$ cat src/rtl/alarm_ring_ctrl.sv
// alarm_ring_ctrl
// Alarm clock ring controller. It watches the current BCD time against the
// alarm time and, at second 00 of the matching minute, starts ringing. The
// buzzer pulses 1 s on / 1 s off, the ring stops by itself after RING_SEC
// seconds, and up to MAX_SNOOZE snoozes of SNOOZE_MIN minutes each are allowed
// per alarm event.
//
// Ports
//   clk          system clock, rising edge
//   rst          asynchronous active-high reset
//   tick_1hz     one-cycle pulse per second
//   hour/min/sec current time, packed BCD
//   ahour/amin   alarm time, packed BCD (00:00 means "not set")
//   alarm_en     alarm enable switch (level)
//   btn_snooze   one-cycle snooze pulse
//   btn_stop     one-cycle stop pulse
//   buzzer       buzzer drive
//   ringing      high while ringing
//   snoozing     high while snoozing
//   snooze_left  snoozes remaining in the current event
module alarm_ring_ctrl #(
  parameter int RING_SEC   = 60,
  parameter int SNOOZE_MIN = 5,
  parameter int MAX_SNOOZE = 3
) (
  input  logic       clk,
  input  logic       rst,
  input  logic       tick_1hz,
  input  logic [7:0] hour,
  input  logic [7:0] min,
  input  logic [7:0] sec,
  input  logic [7:0] ahour,
  input  logic [7:0] amin,
  input  logic       alarm_en,
  input  logic       btn_snooze,
  input  logic       btn_stop,
  output logic       buzzer,
  output logic       ringing,
  output logic       snoozing,
  output logic [1:0] snooze_left
);

  localparam int SNZ_TOTAL = SNOOZE_MIN * 60;
  localparam int RW        = $clog2(RING_SEC + 1);
  localparam int SW        = $clog2(SNZ_TOTAL + 1);

  // A tick that arrives while ring_cnt already equals RING_SEC-1 is the one
  // that makes the count reach RING_SEC, so compare against that value.
  localparam logic [RW-1:0] RING_LAST = RW'(RING_SEC - 1);
  localparam logic [SW-1:0] SNZ_LOAD  = SW'(SNZ_TOTAL);
  localparam logic [1:0]    SNZ_MAX   = 2'(MAX_SNOOZE);

  typedef enum logic [1:0] {
    IDLE   = 2'd0,
    RING   = 2'd1,
    SNOOZE = 2'd2
  } state_t;

  state_t        state_q, state_d;
  logic [RW-1:0] ring_cnt_q, ring_cnt_d;
  logic [SW-1:0] snz_cnt_q, snz_cnt_d;
  logic [1:0]    snooze_left_q, snooze_left_d;
  logic          buzzer_q, buzzer_d;
  logic          ringing_q, ringing_d;
  logic          snoozing_q, snoozing_d;

  logic armed;
  logic time_match;

  always_comb begin
    armed      = alarm_en && ({ahour, amin} != 16'h0000);
    time_match = tick_1hz && (hour == ahour) && (min == amin) && (sec == 8'h00);

    state_d       = state_q;
    ring_cnt_d    = ring_cnt_q;
    snz_cnt_d     = snz_cnt_q;
    snooze_left_d = snooze_left_q;

    case (state_q)
      IDLE: begin
        ring_cnt_d    = '0;
        snz_cnt_d     = '0;
        snooze_left_d = 2'd0;
        // The match is looked at only here, so the auto-off tick at second 00
        // of the next minute can never start a new event.
        if (armed && time_match) begin
          state_d       = RING;
          snooze_left_d = SNZ_MAX;
        end
      end

      RING: begin
        // Priority: enable switch, then stop, then snooze, then the timer.
        if (!alarm_en || btn_stop) begin
          state_d       = IDLE;
          ring_cnt_d    = '0;
          snooze_left_d = 2'd0;
        end else if (btn_snooze && (snooze_left_q != 2'd0)) begin
          state_d       = SNOOZE;
          ring_cnt_d    = '0;
          snz_cnt_d     = SNZ_LOAD;
          snooze_left_d = snooze_left_q - 2'd1;
        end else if (tick_1hz) begin
          if (ring_cnt_q == RING_LAST) begin
            state_d       = IDLE;
            ring_cnt_d    = '0;
            snooze_left_d = 2'd0;
          end else begin
            ring_cnt_d = ring_cnt_q + RW'(1);
          end
        end
      end

      SNOOZE: begin
        // btn_snooze has no effect while already snoozing.
        if (!alarm_en || btn_stop) begin
          state_d       = IDLE;
          snz_cnt_d     = '0;
          snooze_left_d = 2'd0;
        end else if (tick_1hz) begin
          if (snz_cnt_q == SW'(1)) begin
            state_d    = RING;
            ring_cnt_d = '0;
            snz_cnt_d  = '0;
          end else begin
            snz_cnt_d = snz_cnt_q - SW'(1);
          end
        end
      end

      default: begin
        state_d       = IDLE;
        ring_cnt_d    = '0;
        snz_cnt_d     = '0;
        snooze_left_d = 2'd0;
      end
    endcase

    // Outputs are derived from the next state so they line up with it once
    // registered; ring_cnt is 0 on RING entry, so the buzzer starts on.
    ringing_d  = (state_d == RING);
    snoozing_d = (state_d == SNOOZE);
    buzzer_d   = (state_d == RING) && !ring_cnt_d[0];
  end

  always_ff @(posedge clk or posedge rst) begin
    if (rst) begin
      state_q       <= IDLE;
      ring_cnt_q    <= '0;
      snz_cnt_q     <= '0;
      snooze_left_q <= 2'd0;
      buzzer_q      <= 1'b0;
      ringing_q     <= 1'b0;
      snoozing_q    <= 1'b0;
    end else begin
      state_q       <= state_d;
      ring_cnt_q    <= ring_cnt_d;
      snz_cnt_q     <= snz_cnt_d;
      snooze_left_q <= snooze_left_d;
      buzzer_q      <= buzzer_d;
      ringing_q     <= ringing_d;
      snoozing_q    <= snoozing_d;
    end
  end

  assign buzzer      = buzzer_q;
  assign ringing     = ringing_q;
  assign snoozing    = snoozing_q;
  assign snooze_left = snooze_left_q;

endmodule

$ cat config.mk
export PLATFORM = sky130hd
export DESIGN_NAME = alarm_ring_ctrl
export DESIGN_NICKNAME = d
export VERILOG_FILES = /design/src/rtl/alarm_ring_ctrl.sv
export SDC_FILE = /design/constraint.sdc
export NUM_CORES = 1
export LEC_CHECK = 0
export BUFFER_PORTS_ARGS = -buffer_cell sky130_fd_sc_hd__buf_2
export CAP_MARGIN = 0
export CORE_MARGIN = 2
export CORE_UTILIZATION = 45
export CTS_CLUSTER_SIZE = 28
export DETAILED_ROUTE_END_ITERATION = 10
export PLACE_DENSITY_LB_ADDON = 0.2
export SKIP_CTS_REPAIR_TIMING = 1
export SLEW_MARGIN = 10
export SYNTH_ARGS = -nofsm -noshare
export SYNTH_HDL_FRONTEND = slang
export SYNTH_SLANG_ARGS = --single-unit
$ cat constraint.sdc
create_clock -name clk -period 2.5 [get_ports clk]
set_input_delay 0.25 -clock clk [delete_from_list [all_inputs] [get_ports clk]]
set_output_delay 0.25 -clock clk [all_outputs]
set_load 0.1 [all_outputs]
==> impl_metrics.json, run 1 <==
{
  "status": "finished clean",
  "dpl_cell_area_um2": 1900,
  "period_share_pct": 76.0,
  "stdcell_area_um2": 1930,
  "fillers": 339,
  "grt_pass1_wl_um": 5870,
  "drc_errors": 0,
  "cts_tree": "done",
  "clock_path_buffers": 2,
  "syn_area_um2": 1590,
  "crit_required_ns": 2.69,
  "vias": 1505,
  "async_flop_share_pct": 100,
  "ant_nets": 0,
  "tightest_slew_ns": 0.827,
  "vias_per_cell": 5.34,
  "leakage_nw": 0.939,
  "cts.reportedPaths.clkPinSlew_ns": 0.13,
  "synth_ff_type": "dfrtp_1",
  "netlist.area_leader.share_pct": 34.7,
  "drt-total-wl_um": 3480,
  "routedWlPerCell_um": 12.4,
  "grt_pass1_vias": 1444,
  "syn2layout_area_growth_pct": 21.8,
  "finalWeightedCongestion": 0.876,
  "clock-sinks": 22,
  "maxCapViolCount": 0,
  "synth_area_leaders": "dfrtp_1 (35%), ha_1 (6.3%), xor2_1 (6.1%), o21ai_0 (5.0%), nand2_1 (3.8%)",
  "peakVddDrop_mv": 0.332,
  "fmax_ghz": 0.526,
  "synth-seq-cells": 22,
  "die-area_um2": 4020,
  "nets": 291,
  "hold-worst-slack_ns": 0.0721,
  "relSlewSlack_pct": 44.8,
  "rows": 21,
  "post-route-min-period_ns": 1.90,
  "path_max_fanout": 10,
  "antenna_cells": 0,
  "core_area_um2": 3360,
  "r2r_end": "snoozing",
  "placed_cells": 278,
  "power_density_nw_per_um2": 387,
  "synthCells": 183,
  "drtPass1Iterations": 4,
  "yosysTopAreaCell": "dfrtp_1",
  "synth-edff-count": 0,
  "setup-tns-final_ns": 0,
  "hold_viol": 0,
  "yosysWarningCount": 0,
  "finalSetupViolations": 0,
  "seq_area_frac_synth_pct": 34.7,
  "drive_gt1_share_pct": 27.5,
  "final_cells": 282,
  "p_total_w": 0.000748,
  "grt_overflow": 0,
  "die_height_um": 63.4,
  "port_buffers": 50,
  "slew_viol_final": 0,
  "cts_made_buffers": 3,
  "rrSetupSlack_ns": 0.60,
  "rsz0062_at_grt": "false",
  "root_buffer": "clkbuf_4",
  "hold_path.class": "in -> async",
  "syn_area_per_cell_um2": 8.67,
  "clock_latency_ns": 0.31,
  "reg2reg_depth": 7,
  "ios": 51,
  "antenna_found_initial": 0,
  "drtIter0Drc": 38,
  "synth_cell_type_count": 44,
  "reg2reg_from": "state_q[1]",
  "startpoint_type": "flop",
  "critical_path_arrival_ns": 2.09,
  "grt_max_degree": 23,
  "finalClockSkew_ns": 0.0150,
  "dieWidth_um": 63.4,
  "h-tree-depth": 1,
  "crit_type": "reg -> reg",
  "post-dp-hpwl_um": 2810,
  "start_util_pct": 47.2,
  "worstSetupEndpointType": "flop",
  "grt.total_usage_pct": 17.8,
  "synth_fp_nets": 237
}
[registers in the layout (all words and copies together) (netlist names)]
signal and count:
buzzer 1, ring_cnt_q 6, ringing 1, snooze_left 2, snoozing 1, snz_cnt_q 9, state_q 2
[area by class of cell]
| type | instances | area [µm²] | share of cell area [%] |
|---|---|---|---|
| repair buffers | 52 | 265 | 13.7 |
| flip-flops and latches | 22 | 551 | 28.5 |
| clock buffers | 4 | 36.3 | 1.88 |
| multi-input cells | 146 | 977 | 50.6 |
| inverters | 12 | 45.0 | 2.33 |
| well taps | 46 | 57.6 | 2.98 |
[cell usage after synthesis (2+ instances only)]
cell type / n
a21o_1: 2
a21oi_1: 2
a22o_1: 2
a22oi_1: 2
a31oi_1: 3
and3_1: 4
buf_2: 2
dfrtp_1: 22
ha_1: 8
inv_1: 11
nand2_1: 16
nand2b_1: 2
nand3_1: 7
nand4_1: 7
nor2_1: 13
nor2b_1: 3
nor3_1: 6
nor4_1: 7
nor4_2: 2
nor4bb_1: 2
o21ai_0: 16
o21ai_1: 7
o31ai_1: 2
xnor2_1: 5
xor2_1: 11
[stage by stage]
stage	setup slack (ns)	util [%]
floorplan	0.159	-
global placement	0.694	56.4
detailed placement	0.645	56.4
CTS	0.618	57.4
global route	0.413	57.4
finish	0.600	57.4
[critical path: stages, from the launching register on]
cell and delay, ns:
dfrtp_1 0.45, inv_1 0.10, ha_1 0.37, nand3_1 0.12, o21ai_1 0.31, a21o_1 0.16, o21ai_1 0.11, nor3b_1 0.17
[routing by layer]
| metal | track usage (%) | part of all wire [%] | wire [µm] |
|---|---|---|---|
| met1 | 21.5 | 46 | 1600 |
| met4 | 1.36 | 0.32 | 11 |
| met3 | 3.93 | 4.2 | 147 |
| met5 | 0 | 0 | 0 |
| met2 | 33.3 | 49 | 1720 |
[cells by family after synthesis]
family                   after synthesis  share of synthesized area (%)
AO/OA/AOI/OAI                         44                           17.8
flip-flops                            22                           34.7
XOR/XNOR                              16                           8.83
adder cells (fa/ha/maj)                8                           6.31
AND/OR/NAND/NOR                       77                           28.0
multiplexers                           1                          0.631
buffers and inverters                 15                           3.71
[placed cells by master (no fill, tap or decap), drive strengths merged, types with 2 or more instances in the layout]
cell	count
a21o	2
a21oi	2
a22o	2
a22oi	2
a31oi	4
and3	4
and4	2
buf	52
clkbuf	4
dfrtp	22
ha	8
inv	12
nand2	17
nand2b	2
nand3	7
nand4	7
nor2	13
nor2b	3
nor3	7
nor4	10
nor4bb	2
o21ai	23
o31ai	2
xnor2	5
xor2	11
[how the worst max path moves through the flow]
stage | startpoint | endpoint | slack (ns)
floorplan | snooze_left[0] | buzzer | 0.16
finish | state_q[1] | snoozing | 0.60
global route | state_q[1] | ringing | 0.41
global placement | snooze_left[0] | buzzer | 0.69
CTS | state_q[1] | buzzer | 0.62
detailed placement | state_q[1] | ring_cnt_q[2] | 0.65
[where the power goes]
part	total [W]	switching [W]	internal, W
Combinational	0.000183	0.000109	0.0000732
Sequential	0.000368	0.00000536	0.000362
Clock	0.000197	0.000108	0.0000889
Total	0.000748	0.000223	0.000525
(Power assumes the default switching activity.)
==> run 2, diff against run 1 <==
- clock period: 2.5 -> 1.9 ns (I/O delays scaled with it)
==> run 2 against run 1 <==
Global-route usage up 2.0 points. Final cell count up 2.5%. Flip-flop and latch count stayed put. Largest cell class unchanged. Power grew 30%. Clock skew decreased by 0.0074 ns. Die area is the same. Sequential power grew 32%. Maximum frequency is 4.7% higher. Utilization is 3.8 points higher. Via count up 2.2%. Critical path type unchanged. Critical path depth is 1 lower. Wire length up 9.7%.
==> impl_metrics.json, run 2 (same netlist as run 1, synthesis figures left out) <==
{
  "crit_required_ns": 2.10,
  "clock_latency_ns": 0.31,
  "grt_overflow": 0,
  "ios": 51,
  "hold_path_depth": 6,
  "slowest_stage": "dfrtp_1",
  "period_share_pct": 95.5,
  "stdcell_area_um2": 2060,
  "port_buffers": 50,
  "reg2reg_depth": 6,
  "path_max_fanout": 4,
  "rsz0062_at_grt": "true",
  "start_util_pct": 47.2,
  "largest_reg_flops": 9,
  "post-dp-hpwl_um": 3000,
  "finalWeightedCongestion": 0.867,
  "crit_chain": "nor4_4 > nand4_1 > o31ai_2 > a21o_1 > o21ai_2 > nor3b_2",
  "grt_pass1_wl_um": 6440,
  "final_cell_mix": "buf_2 (50), dfrtp_1 (20), nand2_1 (16), o21ai_0 (16), nor2_1 (12)",
  "clock-sinks": 22,
  "peakVddDrop_mv": 0.424,
  "routedWlPerCell_um": 13.2,
  "top_register": "snz_cnt_q",
  "slowest_delay_ns": 0.45,
  "dieWidth_um": 63.4,
  "drtIter0Drc": 86,
  "slew_viol_final": 0,
  "hold_path.class": "in -> reg",
  "worstSetupEndpointType": "flop",
  "cts_made_buffers": 3,
  "power_density_nw_per_um2": 473,
  "leakage_nw": 1.00,
  "hold_viol": 0,
  "dpl_cell_area_um2": 1960,
  "grt_pass1_vias": 1520,
  "fmax_ghz": 0.551,
  "root_buffer": "clkbuf_4",
  "cts.reportedPaths.clkPinSlew_ns": 0.12,
  "startpoint_type": "flop",
  "relSlewSlack_pct": 67.2,
  "drive_gt1_share_pct": 35.8,
  "antenna_cells": 0,
  "finalSetupViolations": 0,
  "crit_type": "reg -> reg",
  "post-route-min-period_ns": 1.81,
  "maxCapViolCount": 0,
  "drc_errors": 0,
  "finalClockSkew_ns": 0.00757,
  "hold-worst-slack_ns": 0.354,
  "layout_commonest_cell": "buf_2",
  "reg_top3": "snz_cnt_q (9), ring_cnt_q (6)",
  "drt-total-wl_um": 3820,
  "core_area_um2": 3360,
  "syn2layout_area_growth_pct": 29.7,
  "nets": 299,
  "vias": 1538,
  "ant_nets": 0,
  "die-area_um2": 4020,
  "h-tree-depth": 1,
  "status": "finished clean",
  "grt_max_degree": 14,
  "die_height_um": 63.4,
  "cts_tree": "done",
  "critical_path_arrival_ns": 2.02,
  "vias_per_cell": 5.32,
  "tightest_slew_ns": 0.495,
  "clock_path_buffers": 2,
  "setup-tns-final_ns": 0,
  "grt.total_usage_pct": 19.8,
  "rows": 21,
  "antenna_found_initial": 0,
  "drtPass1Iterations": 4
}
[run 2: cell types whose count changed in the layout (fill, tap and decap cells not counted), moves of 2 or more]
cell / before / now
buf_4: 2 / 9
dfrtp_1: 22 / 20
dfrtp_4: 0 / 2
o21ai_1: 7 / 4
o21ai_2: 0 / 3
[run 2: worst paths after layout]
| kind | to | startpoint | slack (ns) |
|---|---|---|---|
| setup / recovery | snoozing | snz_cnt_q[6] | 0.09 |
| hold / removal | snooze_left[0] | min[4] | 0.35 |
| setup reg to reg | snoozing | snz_cnt_q[6] | 0.09 |
| hold reg to reg | snz_cnt_q[3] | snz_cnt_q[3] | 0.50 |
| max in group asynchronous | state_q[1] | rst | 0.97 |
| min in group asynchronous | snz_cnt_q[5] | rst | 0.39 |
[run 2: per-layer routing]
metal	up-vias	routed length, µm	GRT usage, %
met5	-	0	0
met4	0	56	5.16
met3	6	139	4.11
met2	30	1900	34.9
met1	712	1730	24.5
li1	790	-	-
[run 2: worst max-delay path, delay by kind of cell, from the launching register on]
kind            cells  cell delay, ns
flops               1            0.45
compound gates      3            0.54
simple gates        3            0.71
[run 2: per-stage QoR]
stage / cells / utilization [%] / setup slack (ns) / power [W]
6_report: 289 / 61.2 / 0.0854 / 0.000974
5_1_grt: 289 / 61.2 / -0.0336 / 0.00103
4_1_cts: 287 / 58.8 / 0.0526 / 0.000971
3_5_place_dp: 284 / 58.1 / 0.0898 / 0.000748
3_3_place_gp: 284 / 58.1 / 0.0900 / 0.000744
2_1_floorplan: 183 / - / 0.0143 / 0.000649
[run 2: final cells by class]
type / instances / area, µm²
Clock buffer: 3 / 22.5
Fill cell: 335 / 1310
Inverter: 12 / 45.0
Multi-Input combinational cell: 146 / 1050
Sequential cell: 22 / 558
Tap cell: 46 / 57.6
Timing Repair Buffer: 60 / 328
[run 2: power by group]
part           leakage, nW  internal, W  switching [W]
sequential           0.303     0.000478     0.00000795
clock               0.0138    0.0000742       0.000143
combinational        0.687     0.000112       0.000159
==> run 3, diff against run 2 <==
- CELL_PAD_IN_SITES_DETAIL_PLACEMENT: not set -> 0
- CELL_PAD_IN_SITES_GLOBAL_PLACEMENT: not set -> 1
- CORE_UTILIZATION: 45 -> 37
==> run 3 against run 2 <==
Clock-buffer cell count is 1 higher. Power is 6.8% higher. Clock skew fell by 0.0031 ns. Maximum frequency up 3.8%. Clock power grew 37%. Hold slack improved by 0.055 ns. Critical endpoint is now buzzer. Largest cell class unchanged. Largest power group unchanged.
==> impl_metrics.json, run 3 (same netlist as run 1, synthesis figures left out) <==
{
  "grt.total_usage_pct": 16.8,
  "antenna_cells": 0,
  "hold_viol": 0,
  "dieWidth_um": 69.5,
  "path_max_fanout": 6,
  "core_area_um2": 4060,
  "cts_made_buffers": 3,
  "reg2reg_from": "snooze_left[0]",
  "cts.reportedPaths.clkPinSlew_ns": 0.07,
  "antenna_found_initial": 0,
  "period_share_pct": 92.0,
  "power_density_nw_per_um2": 500,
  "crit_type": "reg -> reg",
  "rsz0062_at_grt": "false",
  "vias_per_cell": 5.16,
  "hold_path.class": "in -> reg",
  "grt_max_degree": 23,
  "finalClockSkew_ns": 0.00442,
  "hold-worst-slack_ns": 0.409,
  "ios": 51,
  "tightest_slew_ns": 0.501,
  "critical_path_arrival_ns": 1.90,
  "stdcell_area_um2": 2080,
  "clock-sinks": 22,
  "die-area_um2": 4830,
  "routedWlPerCell_um": 12.6,
  "vias": 1538,
  "grt_pass1_wl_um": 6680,
  "start_util_pct": 39.1,
  "dpl_cell_area_um2": 1980,
  "clock_latency_ns": 0.26,
  "drc_errors": 0,
  "finalWeightedCongestion": 0.843,
  "post-dp-hpwl_um": 3070,
  "top_register": "snz_cnt_q",
  "status": "finished clean",
  "drtPass1Iterations": 4,
  "cts_tree": "done",
  "drtIter0Drc": 65,
  "drt-total-wl_um": 3740,
  "crit_required_ns": 2.05,
  "cp-startpoint": "snooze_left[0]",
  "grt_overflow": 0,
  "fillers": 385,
  "reg_top3": "snz_cnt_q (9), ring_cnt_q (6)",
  "post-route-min-period_ns": 1.75,
  "seqCellArea_um2": 559,
  "final_cell_mix": "buf_2 (50), dfrtp_1 (19), nand2_1 (16), o21ai_0 (16), buf_4 (13)",
  "h-tree-depth": 1,
  "startpoint_type": "flop",
  "relSlewSlack_pct": 66.8,
  "root_buffer": "clkbuf_8",
  "rows": 23,
  "drive_gt1_share_pct": 34.3,
  "grt_pass1_vias": 1530,
  "ant_nets": 0,
  "setup-tns-final_ns": 0,
  "leakage_nw": 0.998,
  "finalSetupViolations": 0,
  "slew_viol_final": 0,
  "multi_input_comb_area_um2": 1010,
  "fmax_ghz": 0.572,
  "largest_reg_flops": 9,
  "nets": 303,
  "p_total_w": 0.00104,
  "port_buffers": 50,
  "peakVddDrop_mv": 0.461,
  "clock_path_buffers": 2,
  "hp-start": "min[4]",
  "layout_commonest_cell": "buf_2",
  "syn2layout_area_growth_pct": 31.2,
  "worstSetupEndpointType": "flop",
  "die_height_um": 69.5,
  "maxCapViolCount": 0
}
[run 3: cell types whose count changed in the layout (fill, tap and decap cells not counted), sizes merged]
cell,delta
clkbuf,+1
buf,+4
[run 3: metrics by stage]
stage	setup WS, ns	utilization (%)	cells
after floorplan	0.0143	-	183
after global placement	0.111	48.9	291
after detailed placement	0.109	48.9	291
after CTS	0.0927	50.0	295
after global routing	0.0231	51.3	298
final	0.151	51.3	298
[run 3: report_power, final]
part	leakage (nW)	switching [W]	internal (W)
registers	0.302	0.00000774	0.000478
clock network	0.0228	0.000148	0.000150
logic	0.673	0.000151	0.000105
total	0.998	0.000307	0.000733
[run 3: final timing paths]
check	depth (start not counted)	slack, ns	endpoint
worst min register to register	1	0.49	ring_cnt_q[4]
min in group asynchronous	4	0.49	snz_cnt_q[4]
worst max register to register	8	0.15	buzzer
worst max-delay path	8	0.15	buzzer
worst min-delay path	6	0.41	snooze_left[1]
max in group asynchronous	4	1.15	snooze_left[1]
[run 3: layer usage]
metal | wire [µm] | track usage [%] | up-vias | share of wire, %
li1 | - | - | 793 | -
met1 | 1740 | 20.8 | 714 | 47
met2 | 1800 | 29.1 | 27 | 48
met3 | 166 | 4.22 | 4 | 4.4
met4 | 35 | 4.36 | 0 | 0.94
met5 | 0 | 0 | - | 0
[run 3: area by class of cell]
cell class	instances	share of cell area [%]
multi-input combinational	146	48.6
inverter	12	2.16
clock buffer	4	2.16
sequential	22	26.9
tap	50	3.01
timing repair buffer	64	17.2
[run 3: critical path, stage by stage, from the launching register on]
cell and delay [ns]:
dfrtp_4 0.48, inv_1 0.08, ha_1 0.15, nand2b_1 0.16, a41oi_2 0.17, a31oi_4 0.27
nand3_1 0.10, o21ai_1 0.14, nor4_2 0.08
